<file path="src/rtl/syscall_uart_pkg.sv">
// Shared types and constants for the syscall print UART: FSM states,
// line-ending characters and the nibble-to-ASCII hex mapping.
package syscall_uart_pkg;

  typedef enum logic [1:0] {
    IDLE = 2'd0,
    LOAD = 2'd1,
    SEND = 2'd2
  } state_t;

  localparam logic [7:0] CHAR_CR        = 8'h0D;
  localparam logic [7:0] CHAR_LF        = 8'h0A;
  localparam int         CHARS_PER_WORD = 10;

  // Uppercase hex: 0-9 -> '0'-'9', A-F -> 'A'-'F'
  function automatic logic [7:0] nibble_to_ascii(input logic [3:0] nib);
    if (nib < 4'd10) begin
      return 8'h30 + {4'd0, nib};
    end
    return 8'h37 + {4'd0, nib};
  endfunction

endpackage

</file>
<file path="src/rtl/uart_byte_tx.sv">
// Single-byte 8N1 UART transmitter. Each bit is held for DIVISOR cycles;
// o_done pulses during the final cycle of the stop bit.
module uart_byte_tx #(
  parameter int DIVISOR = 16
) (
  input  logic       clock,
  input  logic       reset,
  input  logic       i_start,
  input  logic [7:0] i_byte,
  output logic       o_txd,
  output logic       o_done
);

  localparam int BW = (DIVISOR > 1) ? $clog2(DIVISOR) : 1;

  logic [BW-1:0] r_baud;
  logic [3:0]    r_bit;
  logic [9:0]    r_shift;
  logic          r_active;
  logic          w_bit_end;

  assign w_bit_end = r_active && (r_baud == BW'(DIVISOR - 1));
  assign o_done    = w_bit_end && (r_bit == 4'd9);
  // Line idles high because the shift register refills with ones.
  assign o_txd     = r_shift[0];

  always_ff @(posedge clock or posedge reset) begin
    if (reset) begin
      r_baud   <= '0;
      r_bit    <= '0;
      r_shift  <= '1;
      r_active <= 1'b0;
    end else if (!r_active) begin
      if (i_start) begin
        r_shift  <= {1'b1, i_byte, 1'b0};
        r_baud   <= '0;
        r_bit    <= '0;
        r_active <= 1'b1;
      end
    end else if (w_bit_end) begin
      r_baud  <= '0;
      r_shift <= {1'b1, r_shift[9:1]};
      r_bit   <= r_bit + 4'd1;
      if (r_bit == 4'd9) begin
        r_active <= 1'b0;
      end
    end else begin
      r_baud <= r_baud + BW'(1);
    end
  end

endmodule

</file>
<file path="src/rtl/syscall_uart_tx.sv">
// Captures CPU print-syscall words into a FIFO and sends each one over UART
// as eight uppercase hex characters followed by CR LF.
module syscall_uart_tx
  import syscall_uart_pkg::*;
#(
  parameter int CLOCK_HZ = 100_000_000,
  parameter int BAUD     = 115200,
  parameter int DEPTH    = 8
) (
  input  logic        clock,
  input  logic        reset,
  input  logic        valid,
  input  logic [31:0] data,
  output logic        txd,
  output logic        busy,
  output logic        full,
  output logic        overflow
);

  localparam int DIVISOR = CLOCK_HZ / BAUD;
  localparam int AW      = $clog2(DEPTH);
  localparam int CW      = AW + 1;

  logic [31:0]   r_mem [DEPTH];
  logic [AW-1:0] r_wptr;
  logic [AW-1:0] r_rptr;
  logic [CW-1:0] r_count;
  logic          r_full;
  logic          r_overflow;

  state_t        r_state;
  logic [31:0]   r_word;
  logic [3:0]    r_idx;

  logic          w_pop;
  logic          w_push;
  logic          w_drop;
  logic [CW-1:0] w_count_next;
  logic          w_start;
  logic          w_done;
  logic [7:0]    w_char;
  logic [7:0]    w_hex_char [8];

  // A pop in the same cycle frees a slot, so a push at full still lands.
  assign w_pop        = (r_state == IDLE) && (r_count != '0);
  assign w_push       = valid && ((r_count != CW'(DEPTH)) || w_pop);
  assign w_drop       = valid && !w_push;
  assign w_count_next = r_count + CW'(w_push) - CW'(w_pop);

  always_ff @(posedge clock) begin
    if (w_push) begin
      r_mem[r_wptr] <= data;
    end
  end

  always_ff @(posedge clock or posedge reset) begin
    if (reset) begin
      r_wptr     <= '0;
      r_rptr     <= '0;
      r_count    <= '0;
      r_full     <= 1'b0;
      r_overflow <= 1'b0;
    end else begin
      if (w_push) begin
        r_wptr <= r_wptr + AW'(1);
      end
      if (w_pop) begin
        r_rptr <= r_rptr + AW'(1);
      end
      r_count <= w_count_next;
      r_full  <= (w_count_next == CW'(DEPTH));
      if (w_drop) begin
        r_overflow <= 1'b1;
      end
    end
  end

  generate
    for (genvar gi = 0; gi < 8; gi++) begin : g_hex
      assign w_hex_char[gi] = nibble_to_ascii(r_word[31-4*gi -: 4]);
    end
  endgenerate

  always_comb begin
    w_char = CHAR_LF;
    if (r_idx < 4'd8) begin
      w_char = w_hex_char[r_idx[2:0]];
    end else if (r_idx == 4'd8) begin
      w_char = CHAR_CR;
    end
  end

  // Start is decoded from LOAD so the start bit leaves on the LOAD edge.
  assign w_start = (r_state == LOAD);

  always_ff @(posedge clock or posedge reset) begin
    if (reset) begin
      r_state <= IDLE;
      r_word  <= '0;
      r_idx   <= '0;
    end else begin
      case (r_state)
        IDLE: begin
          if (w_pop) begin
            r_word  <= r_mem[r_rptr];
            r_idx   <= '0;
            r_state <= LOAD;
          end
        end
        LOAD: begin
          r_state <= SEND;
        end
        SEND: begin
          if (w_done) begin
            if (r_idx == 4'(CHARS_PER_WORD - 1)) begin
              r_state <= IDLE;
            end else begin
              r_idx   <= r_idx + 4'd1;
              r_state <= LOAD;
            end
          end
        end
        default: r_state <= IDLE;
      endcase
    end
  end

  uart_byte_tx #(
    .DIVISOR(DIVISOR)
  ) u_byte_tx (
    .clock  (clock),
    .reset  (reset),
    .i_start(w_start),
    .i_byte (w_char),
    .o_txd  (txd),
    .o_done (w_done)
  );

  assign busy     = (r_state != IDLE) || (r_count != '0);
  assign full     = r_full;
  assign overflow = r_overflow;

endmodule

</file>
<file path="config.mk">
export PLATFORM = sky130hd
export DESIGN_NAME = syscall_uart_tx
export DESIGN_NICKNAME = d
export VERILOG_FILES = /design/src/rtl/syscall_uart_pkg.sv /design/src/rtl/uart_byte_tx.sv /design/src/rtl/syscall_uart_tx.sv
export SDC_FILE = /design/constraint.sdc
export NUM_CORES = 1
export LEC_CHECK = 0
export BUFFER_PORTS_ARGS = -buffer_cell sky130_fd_sc_hd__buf_2
export CAP_MARGIN = 10
export CORE_MARGIN = 4
export CORE_UTILIZATION = 62
export DETAILED_ROUTE_END_ITERATION = 7
export GPL_TIMING_DRIVEN = 0
export MAX_ROUTING_LAYER = met4
export PLACE_DENSITY = 0.87
export SYNTH_ARGS = -nofsm -noshare
export SYNTH_HDL_FRONTEND = slang
export SYNTH_SLANG_ARGS = --single-unit
</file>
<file path="constraint.sdc">
create_clock -name clock -period 9.6 [get_ports clock]
set_clock_uncertainty 0.2 [all_clocks]
set_input_delay 1.44 -clock clock [delete_from_list [all_inputs] [get_ports clock]]
set_output_delay 1.44 -clock clock [all_outputs]
set_load 0.1 [all_outputs]
</file>
---- Word level (Yosys, flattened, before mapping) ----
Memory sizes are Yosys's and may differ from the RTL's. A register that Yosys moved wholly into a read port is not among the register bits.
Index checks and enable logic that the tools add are counted.
word-level totals
  register bits ........................... 43
  memory bits (writable) .................. 256
  bits of input ports ..................... 35
  output and inout port bits .............. 4
  word-level logic and storage cells ...... 127
  memories kept ........................... 1
memory list
  name   depth  bits a word  read ports  clocked after memory_dff  write ports  RTL line               text
  r_mem  8      32           1           1                         1            syscall_uart_tx.sv:24  logic [31:0] r_mem [DEPTH];
cells by class
  add/subtract/negate cells ............... 23
  magnitude comparators ................... 10
  equal/unequal tests ..................... 12
  multiplexer cells ....................... 52
  bitwise operators ....................... 1
  reductions and logical operators ........ 17
operators with widths
  kind                                                             number
  8-bit 2-to-1 mux                                                 19
  6-bit by 4-bit adder with 7-bit output, first input constant     16
  10-bit 2-to-1 mux                                                6
  4-bit less-than comparator, second input constant                9
  8-bit binary-select mux with 3-bit select                        1
  4-bit 2-to-1 mux                                                 6
  4-bit equality test, second input constant                       4
  1-bit 2-to-1 mux                                                 15
  10-bit by 1-bit adder with 10-bit output, second input constant  1
  10-bit equality test, second input constant                      1
  4-bit by 1-bit adder with 4-bit output, second input constant    2
  4-bit one-hot mux with 2 select lines                            1
  3-bit by 1-bit adder with 3-bit output, second input constant    2
  2-bit inequality test, second input constant                     3
  2-bit one-hot mux with 3 select lines                            1
  2-bit AND reduction                                              3
  2-bit nonzero test                                               3
  1-bit logical AND                                                5
  4-bit by 1-bit adder with 4-bit output                           1
  4-bit >= comparator, second input constant                       1
  2-bit 2-to-1 mux                                                 2
  4-bit inequality test, second input constant                     1
  3-bit inverter with 4-bit output                                 1
  4-bit AND reduction                                              1
  other kinds (9)                                                  10

---- Longest topological paths before layout ----
Gate-level depths: netlist (run 1).
  word-level depth ........................ 9
  gate-level depth with buffers ........... 13
  gate-level depth less buffers ........... 12

---- By module ----
Synthesis (run 1) repeated with hierarchy kept, for this count alone.
unflattened totals
  cell total of the unflattened synthesis .. 870
  area, all modules ....................... 14023.4 µm²
by module, submodules not included
  module           times used  cells an instance  area an instance (µm²)
  syscall_uart_tx  1           742                12782.3
  uart_byte_tx     1           128                1241.2

---- Least setup slack after synthesis (run 1) ----
OpenSTA, ideal clock, no wires.
  kind .................................... in2reg
  start ................................... in valid
  end ..................................... mem r_mem[2][0], enable pin
  library setup time ...................... 0.513 ns
  arrival ................................. 4.917 ns
  slack ................................... 3.971 ns
  stages .................................. 2
  buffers on the path ..................... 0
  cells stage by stage .................... nand2_1 > nor4b_1
on the way
  word-level cells in the longest chain between the ends .. 3
RTL lines
  item                                    RTL line               text
  from (decl)                             syscall_uart_tx.sv:12  input logic valid,
  1-bit logical AND                       syscall_uart_tx.sv:46  assign w_push = valid && ((r_count != CW'(DEPTH)) || w_pop);
  1-bit 2-to-1 mux                        syscall_uart_tx.sv:51  if (w_push) begin
  1-bit 2-to-1 mux (implied by the code)  syscall_uart_tx.sv:52  r_mem[r_wptr] <= data;
  to (decl)                               syscall_uart_tx.sv:24
Every way passes these cells.

---- Worst setup path in the final report (run 1) ----
  start ................................... reg r_count[1]
  end ..................................... out busy
on the way
  word-level cells in the longest chain between the ends .. 2
RTL lines
  item                    RTL line                text
  from (decl)             syscall_uart_tx.sv:27   logic [CW-1:0] r_count;
  from (signal assigned)  syscall_uart_tx.sv:70   r_count <= w_count_next;
  4-bit nonzero test      syscall_uart_tx.sv:139  assign busy = (r_state != IDLE) || (r_count != '0);
  1-bit logical OR        syscall_uart_tx.sv:139
  to (decl)               syscall_uart_tx.sv:15   output logic busy,
Every way passes these cells.

==> impl_results.md, run 1 <==
* Count of cell types in the netlist at 61
* Root buffer selected by CTS: clkbuf_16
* Final nets at 1038
* CP cell instances: nor2_1, nand2_1, or3_1, buf_2
* PD cells at 209.4 nW/µm²
* Final hold violation count at 0
* Layout cells sized above 1 at 0.2127
* Hold path start: overflow$_DFFE_PP0P_
* Kind of critical path: reg2out
* Die area at around 25000 µm²
* Net Count, Synth at 940
* Number of antenna-violating nets in the routed design at 0
* Setup violators final at 0
* Area added between synthesis and finish at 13.40%
* Post-CTS Setup Bufs at 0
* FMAX at around 270 MHz
* H-tree depth at 1
* Tightest Pin Transition at about 0.94 ns
* Num Clock Sinks at 330
* Initial antenna violation count at 1
* Critical Path Source Type: flop
* Clk Latency, worst-skew pair at 0.57 ns
* First-pass GRT wire length at 48.82 mm
* Pleak at roughly 0.0056 µW
* Design Power at about 3300 µW
* Hold WS at 0.2820 ns
* Synthesized flop and latch total at 330
* Tot GR Track Use at 0.2639
* Fin Setup TNS at 0 ns
* Hold Buf Count CTS at 0
* Post-DR vias/cell at 6.477
* Number of flops mapped to enable cells by yosys at 256
* Crit path required time at 7.96 ns
* Register area share after synthesis at 0.6824
* TritonCTS clock tree: yes
* WL per Instance at 23.81 µm
* Grt total ovfl at 0
* Primary FF master, synth: edfxtp_1
* Max_cap viols at 0
* Minimum clock period at roughly 3.7 ns
* DRC Markers at 0
* Class of the worst hold path: reg2reg
* PortBufs at 38
* Worst IR drop on VDD at about 0.17 mV
* Fraction of registers with async set/reset at 0.2242
* Via count at 8336
* Finished Cell Area at 15870 µm²
* Cts repair resizes at 0
* Gpl congestion at 0.9276
* Final Cycle Share at 0.3814
* Total wire length at 30.64 mm
* Arr. time, crit path at just over 2 ns
* Final Non-Filler Cells at between 1000 and 1500
* Longest Clk Path Bufs at 3
* # IOs at 39
* Starting DRT DRC Count at between 1000 and 1500
* Initial Util at 0.6354
* Vias in the first global route at roughly 8500
* Syn. warnings at 0
* Post-DP HPWL at 20.06 mm
* Placed Area at 14930 µm²
* Core region area at 22030 µm²
* Setup crit end kind: primary output
* Slowest stage delay, CP at roughly 0.43 ns
* FF-to-FF Start: r_count[2]$_DFF_PP0_
* First drt pass iteration count at 6
* Post-Syn Area at 13990 µm²
* # rows at 54
* Placed Cells incl. Taps at 1228
* Slew HR at 0.3710
* Clk pin slew, worst setup/hold paths at approximately 0.06 ns
* Synth Area per Inst at around 16 µm²
* Status: complete, no violations
* CP Launch Point: r_count[1]$_DFF_PP0_
* Crit-path slowest cell: dfrtp_1
* CTS buffer count at 31
* Die height at between 150 and 200 µm
* Final-report max-slew violation count at 0
* Die Wd at 158.2 µm
* Critical Path Fanout Max at 4
* Largest net degree at the start of global routing at 75
* Unrepaired setup endpoints after global routing: false
* Synth Instances at 883
==> layout make-up <==
type                    count  area, µm²
diodes                      1      2.502
plain buffers              43      185.2
clock buffers              52      894.6
repair buffers             65      533.0
clock inverters             6      45.04
inverters                  35      133.9
multi-input cells         475       4175
well taps                 280      350.3
flip-flops and latches    330       9550
fillers                  1311       6156
==> metrics by stage <==
| step | util | worst slack (ns) |
|---|---|---|
| after floorplan | - | 3.971 |
| after global placement | 0.6599 | 0.5530 |
| after detailed placement | 0.6777 | 6.027 |
| after CTS | 0.7204 | 5.920 |
| after global routing | 0.7205 | 5.772 |
| final | 0.7205 | 5.938 |
==> critical path: cells and delay by family (launching register included) <==
family	cells	cell delay [ns]
buffers and inverters	1	0.30
flip-flops	1	0.43
AND/OR/NAND/NOR	3	0.73
==> synth_stat cells, types with 2 or more instances <==
library cell | n | area [µm²]
a211oi_1 | 8 | 60.06
a21boi_0 | 2 | 15.01
a21oi_1 | 23 | 115.1
a22o_1 | 7 | 61.31
a311oi_1 | 2 | 17.52
a31oi_1 | 7 | 43.79
and3_1 | 4 | 25.02
and4b_1 | 9 | 90.09
buf_1 | 4 | 15.01
buf_2 | 19 | 95.09
clkbuf_1 | 20 | 75.07
dfrtp_1 | 65 | 1627
dfstp_2 | 9 | 236.5
edfxtp_1 | 256 | 7687
ha_1 | 21 | 262.8
inv_1 | 34 | 127.6
mux2_1 | 3 | 33.78
mux2i_1 | 34 | 340.3
mux4_2 | 65 | 1464
nand2_1 | 83 | 311.6
nand2b_1 | 7 | 43.79
nand3_1 | 11 | 55.05
nand3b_1 | 2 | 15.01
nand4_1 | 3 | 18.77
nor2_1 | 31 | 116.4
nor2b_1 | 6 | 37.54
nor3_1 | 10 | 50.05
nor3b_2 | 3 | 37.54
nor4_1 | 2 | 12.51
nor4b_1 | 3 | 26.28
o211ai_1 | 7 | 52.55
o21ai_0 | 67 | 335.3
o21bai_1 | 2 | 15.01
o221ai_1 | 2 | 17.52
o22ai_1 | 3 | 18.77
o311ai_0 | 2 | 17.52
o32ai_1 | 4 | 35.03
or3_1 | 3 | 18.77
xnor2_1 | 14 | 122.6
xor2_1 | 5 | 43.79
==> power by group <==
| part | internal (µW) | leakage, µW | switching [µW] |
|---|---|---|---|
| Sequential | 1730 | 0.00319 | 56.4 |
| Clock | 634 | 0.000460 | 509 |
| Combinational | 154 | 0.00199 | 242 |
==> sequential cells by signal, indices dropped and copies added, names as in the netlist <==
signal and flops:
r_rptr 3, r_idx 4, u_byte_tx.r_active 1, u_byte_tx.r_baud 10, u_byte_tx.r_shift 9, r_state 2
full 1, r_count 4, u_byte_tx.r_bit 4, r_mem 256, overflow 1, r_wptr 3
r_word 32
==> layout by cell type (no fill, tap or decap), types with 9 or more instances in the layout <==
cell / n
inv_1: 33
mux2i_1: 34
and4b_1: 9
ha_1: 21
clkbuf_1: 37
dfrtp_1: 65
clkbuf_16: 31
a21oi_1: 23
dfstp_2: 9
buf_4: 9
nand2_1: 83
nor2_1: 30
buf_6: 10
buf_2: 57
xnor2_1: 14
mux4_2: 65
edfxtp_1: 256
nand3_1: 11
o21ai_0: 67
==> path summary, 6_finish.rpt <==
check,end,slack [ns],cells past startpoint
setup / recovery,busy,5.94,4
hold / removal,overflow$_DFFE_PP0P_,0.28,1
setup reg to reg,r_mem[2][0]$_DFFE_PP_,6.38,10
hold reg to reg,overflow$_DFFE_PP0P_,0.28,1
max in group asynchronous,r_word[3]$_DFFE_PP0P_,7.69,2
min in group asynchronous,overflow$_DFFE_PP0P_,0.87,2
==> metal layers <==
layer	part of all wire	routed length [µm]	track usage
met1	0.40	12320	0.3663
met2	0.50	15190	0.4216
met3	0.074	2259	0.03855
met4	0.028	867	0.06783
met5	0	0	-
==> logic make-up after synthesis <==
family / count (synthesis) / synth area share
AO/OA/AOI/OAI: 149 / 0.06643
multiplexers: 102 / 0.1313
AND/OR/NAND/NOR: 183 / 0.06509
flip-flops: 330 / 0.6824
XOR/XNOR: 19 / 0.01189
adder cells (fa/ha/maj): 22 / 0.02021
buffers and inverters: 78 / 0.02262
Note: power is estimated with default switching activity, not from simulation.
==> run 2: changes to the inputs <==
--- a/config.mk
+++ b/config.mk
@@ -5,14 +5,15 @@
 export SDC_FILE = /design/constraint.sdc
 export NUM_CORES = 1
 export LEC_CHECK = 0
+export ABC_AREA = 1
 export BUFFER_PORTS_ARGS = -buffer_cell sky130_fd_sc_hd__buf_2
 export CAP_MARGIN = 10
 export CORE_MARGIN = 4
-export CORE_UTILIZATION = 62
+export CORE_UTILIZATION = 56
 export DETAILED_ROUTE_END_ITERATION = 7
 export GPL_TIMING_DRIVEN = 0
 export MAX_ROUTING_LAYER = met4
-export PLACE_DENSITY = 0.87
+export PLACE_DENSITY = 0.84
 export SYNTH_ARGS = -nofsm -noshare
 export SYNTH_HDL_FRONTEND = slang
 export SYNTH_SLANG_ARGS = --single-unit
==> constraint.sdc (replaced) <==
create_clock -name clock -period 3 [get_ports clock]
set_clock_uncertainty 0.2 [all_clocks]
set_input_delay 0.45 -clock clock [delete_from_list [all_inputs] [get_ports clock]]
set_output_delay 0.45 -clock clock [all_outputs]
set_load 0.1 [all_outputs]
==> run 2 against run 1 <==
Die area is 11% higher. Sequential cell count stayed put. Critical path type is now reg2reg. First-iteration DRC count is 19% higher. Wire length is 17% higher. Synthesized cell count is 38% higher.
==> impl_results.md, run 2 <==
* Leading cell type in the layout, fill and taps excluded: edfxtp_1 (unchanged)
* Post-CTS Setup Bufs at 0 (unchanged)
* Arr. time, crit path at 2.81 ns (was 2.02 ns)
* Register Area at 9550 µm² (unchanged)
* Setup violators final at 0 (unchanged)
* Minimum clock period at 2.796 ns
* CP Depth at 8 (was 4)
* First drt pass iteration count at 6 (unchanged)
* Primary FF master, synth: edfxtp_1 (unchanged)
* Gate power share at 0.121 (was 0.119)
* Status: complete, no violations (unchanged)
* Buf/Inv on CP at 2 (was 1)
* Critical Path Source Type: flop (unchanged)
* Hold Path Depth at 1 (unchanged)
* Hold Path Sink: r_mem[5][31]$_DFFE_PP_ (was overflow$_DFFE_PP0P_)
* Syn. warnings at 0 (unchanged)
* Design Power at 11360 µW (was 3323 µW)
* Synth top area cells: edfxtp_1, dfrtp_1, o21ai_0 (was edfxtp_1, dfrtp_1, mux4_2)
* Crit path required time at 3.02 ns (was 7.96 ns)
* Setup crit end kind: flop (was primary output)
* Post-DR vias/cell at 6.185 (was 6.477)
* Post-DP HPWL at 23.72 mm (was 20.06 mm)
* First-pass GRT wire length at 55.84 mm (was 48.82 mm)
* Final Non-Filler Cells at 1671 (was 1287)
* Cell accounting for the most synthesized area: edfxtp_1 (unchanged)
* # rows at 57 (was 54)
* CTS buffer count at 34 (was 31)
* Clk pin slew, worst setup/hold paths at 0.06 ns (about the same)
* Tot GR Track Use at 0.2606 (was 0.2639)
* Longest Clk Path Bufs at 3 (unchanged)
* Die height at 167.1 µm (was 158.2 µm)
* Layout cells sized above 1 at 0.1354 (was 0.2127)
* Starting DRT DRC Count at 1267 (was 1068)
* NetSw at 2874 µW (was 807.3 µW)
* Synthesized flop and latch total at 330 (unchanged)
* Slew HR at 0.5168 (was 0.3710)
* Synth Area per Inst at 11.64 µm² (was 15.85 µm²)
* Tightest Pin Transition at 0.7248 ns (was 0.9434 ns)
* Biggest registers after layout: r_mem x256, r_word x32, u_byte_tx.r_baud x10 (unchanged)
* Count leader, synth: edfxtp_1 (unchanged)
* Delay-heaviest family, CP: simple AND/OR/NAND/NOR gates (unchanged)
* Num Clock Sinks at 330 (unchanged)
* DRC Markers at 0 (unchanged)
* Top-area cell type share of the netlist area at 0.5425 (was 0.5493)
* Final Cycle Share at 0.9321
* Grt total ovfl at 0 (unchanged)
* Top reg by flops: r_mem (unchanged)
* Area added between synthesis and finish at 15.53% (was 13.40%)
* Final hold violation count at 0 (unchanged)
* CP cell instances: inv_1, ha_1, nand2_2, nand2_4, a31oi_4, nand2_1, nor2_4, buf_16 (was nor2_1, nand2_1, or3_1, buf_2)
* Die Wd at 167.1 µm (was 158.2 µm)
* Sequential Power Share at 0.508 (was 0.537)
* Reg-to-Reg End: r_mem[5][12]$_DFFE_PP_ (was r_mem[2][0]$_DFFE_PP_)
* Placed Cells incl. Taps at 1588 (was 1228)
* Kind of critical path: reg2reg (was reg2out)
* Unrepaired setup endpoints after global routing: false (unchanged)
* Net Sw Frac at 0.2530 (was 0.2430)
* Number of antenna-violating nets in the routed design at 0 (unchanged)
* Largest net degree at the start of global routing at 43 (was 75)
* Reg2Reg Depth at 8 (was 10)
* Initial Util at 0.5759 (was 0.6354)
* Reg2reg setup slack at 0.20 ns (was 6.38 ns)
* TritonCTS clock tree: yes (unchanged)
* H-tree depth at 2 (was 1)
* Synth Instances at 1217 (was 883)
* Crit-path slowest cell: nor2_4 (was dfrtp_1)
* Initial antenna violation count at 2 (was 1)
* Register area share after synthesis at 0.6739 (was 0.6824)
* Gpl congestion at 0.9138 (was 0.9276)
* Max_cap viols at 0 (unchanged)
* WL per Instance at 21.45 µm (was 23.81 µm)
* Worst IR drop on VDD at 0.5327 mV (was 0.1695 mV)
* Post-Syn Area at 14170 µm² (was 13990 µm²)
* Net Count, Synth at 1274 (was 940)
* Most frequent cells in the layout: edfxtp_1, nor2_1, o21ai_0 (was edfxtp_1, nand2_1, o21ai_0)
* Number of flops mapped to enable cells by yosys at 256 (unchanged)
* Via count at 10340 (was 8336)
* Root buffer selected by CTS: clkbuf_16 (unchanged)
* Area of the multi-input gates at 4036 µm² (was 4175 µm²)
* Final nets at 1380 (was 1038)
* Core region area at 24600 µm² (was 22030 µm²)
* Die area at 27910 µm² (was 25040 µm²)
* Class of the worst hold path: in2reg (was reg2reg)
* Total wire length at 35.84 mm (was 30.64 mm)
* Hold path start: data[31] (was overflow$_DFFE_PP0P_)
* Slowest stage delay, CP at 0.64 ns (was 0.43 ns)
* Final-report max-slew violation count at 0 (unchanged)
* FF-to-FF Start: r_count[2]$_DFF_PP0_ (unchanged)
* Clock network fraction of design power at 0.371 (was 0.344)
* Pleak at 0.005992 µW (was 0.005645 µW)
* FMAX at 357.6 MHz
* Vias in the first global route at 10230 (was 8478)
* Clk Latency, worst-skew pair at 0.52 ns (was 0.57 ns)
* Post-synth top cells: edfxtp_1, nor2_1, o21ai_0 (was edfxtp_1, nand2_1, o21ai_0)
* # IOs at 39 (unchanged)
* Max reg flops at 256 (unchanged)
* Int Power at 8485 µW (was 2516 µW)
* Count of cell types in the netlist at 48 (was 61)
* Filler Cell Count at 1727 (was 1311)
* PD cells at 693.8 nW/µm² (was 209.4 nW/µm²)
* Critical Path Fanout Max at 19 (was 4)
* Fraction of registers with async set/reset at 0.2242 (unchanged)
* PortBufs at 38 (unchanged)
==> run 2: changes by cell type after synthesis, sizes merged, moves of 41 or more <==
cell    previous run  this run
inv               35        76
o221ai             2        54
mux4              65         0
nor2              31       181
nand2             84       139
nand3             11        79
o21ai             67       179
==> run 2: logic make-up after synthesis <==
group | after synthesis | synth area share
simple gates | 416 | 0.1263
flops | 330 | 0.6739
compound gates | 289 | 0.1245
buf+inv | 143 | 0.04476
fa+ha+maj | 22 | 0.01995
xor+xnor | 16 | 0.009889
mux | 1 | 0.0007064
==> run 2: layout make-up <==
type                    count  area share
clock inverters            15     0.01276
inverters                  78     0.01888
diodes                      3   0.0004585
plain buffers              65     0.02002
clock buffers              42     0.05380
well taps                 324     0.02476
flip-flops and latches    330      0.5833
repair buffers             70     0.03943
multi-input cells         744      0.2465
==> run 2: metrics by stage <==
stage                     hold WS [ns]  setup TNS (ns)  setup slack [ns]    util  instance area (µm²)
final                          0.01454               0            0.2038  0.6654                16370
after global routing           0.01242               0           0.07726  0.6653                16370
after global placement          0.2561         -246.00            -1.323  0.6002                14770
after detailed placement        0.2644               0            0.1686  0.6114                15040
after CTS                     0.003259               0            0.1872  0.6651                16360
after floorplan                 0.2465          -5.087          -0.03974       -                14170
==> run 2: timing repair <==
item,CTS,global route
hold buffers,23,0
endpoints found under the hold margin,181,0
resized for setup,0,0
==> run 2: how the worst max path moves through the flow <==
| stage | startpoint | slack, ns | end |
|---|---|---|---|
| 2_1_floorplan | r_count[2]$_DFF_PP0_ | -0.04 | r_mem[1][0]$_DFFE_PP_ |
| 3_3_place_gp | r_count[2]$_DFF_PP0_ | -1.32 | r_mem[7][20]$_DFFE_PP_ |
| 3_5_place_dp | r_count[2]$_DFF_PP0_ | 0.17 | r_mem[5][20]$_DFFE_PP_ |
| 4_1_cts | r_count[2]$_DFF_PP0_ | 0.19 | r_mem[5][8]$_DFFE_PP_ |
| 5_1_grt | r_count[2]$_DFF_PP0_ | 0.08 | r_mem[5][8]$_DFFE_PP_ |
| 6_report | r_count[2]$_DFF_PP0_ | 0.20 | r_mem[5][12]$_DFFE_PP_ |
==> run 2: metal layers <==
layer / vias to the layer above / GRT usage / share of wire
met3: 132 / 0.05238 / 0.094
met1: 4951 / 0.3242 / 0.37
met4: 0 / 0.09605 / 0.039
met5: - / - / 0
met2: 652 / 0.4274 / 0.49
li1: 4600 / - / -
==> run 2: power by group through the flow <==
stage | Combinational [µW] | Clock (µW) | Sequential [µW]
2_1_floorplan | 738 | 0 | 5870
3_3_place_gp | 1080 | 0 | 5860
3_5_place_dp | 1340 | 0 | 5850
4_1_cts | 1370 | 4230 | 5770
5_1_grt | 1500 | 4440 | 5810
6_report | 1370 | 4220 | 5770
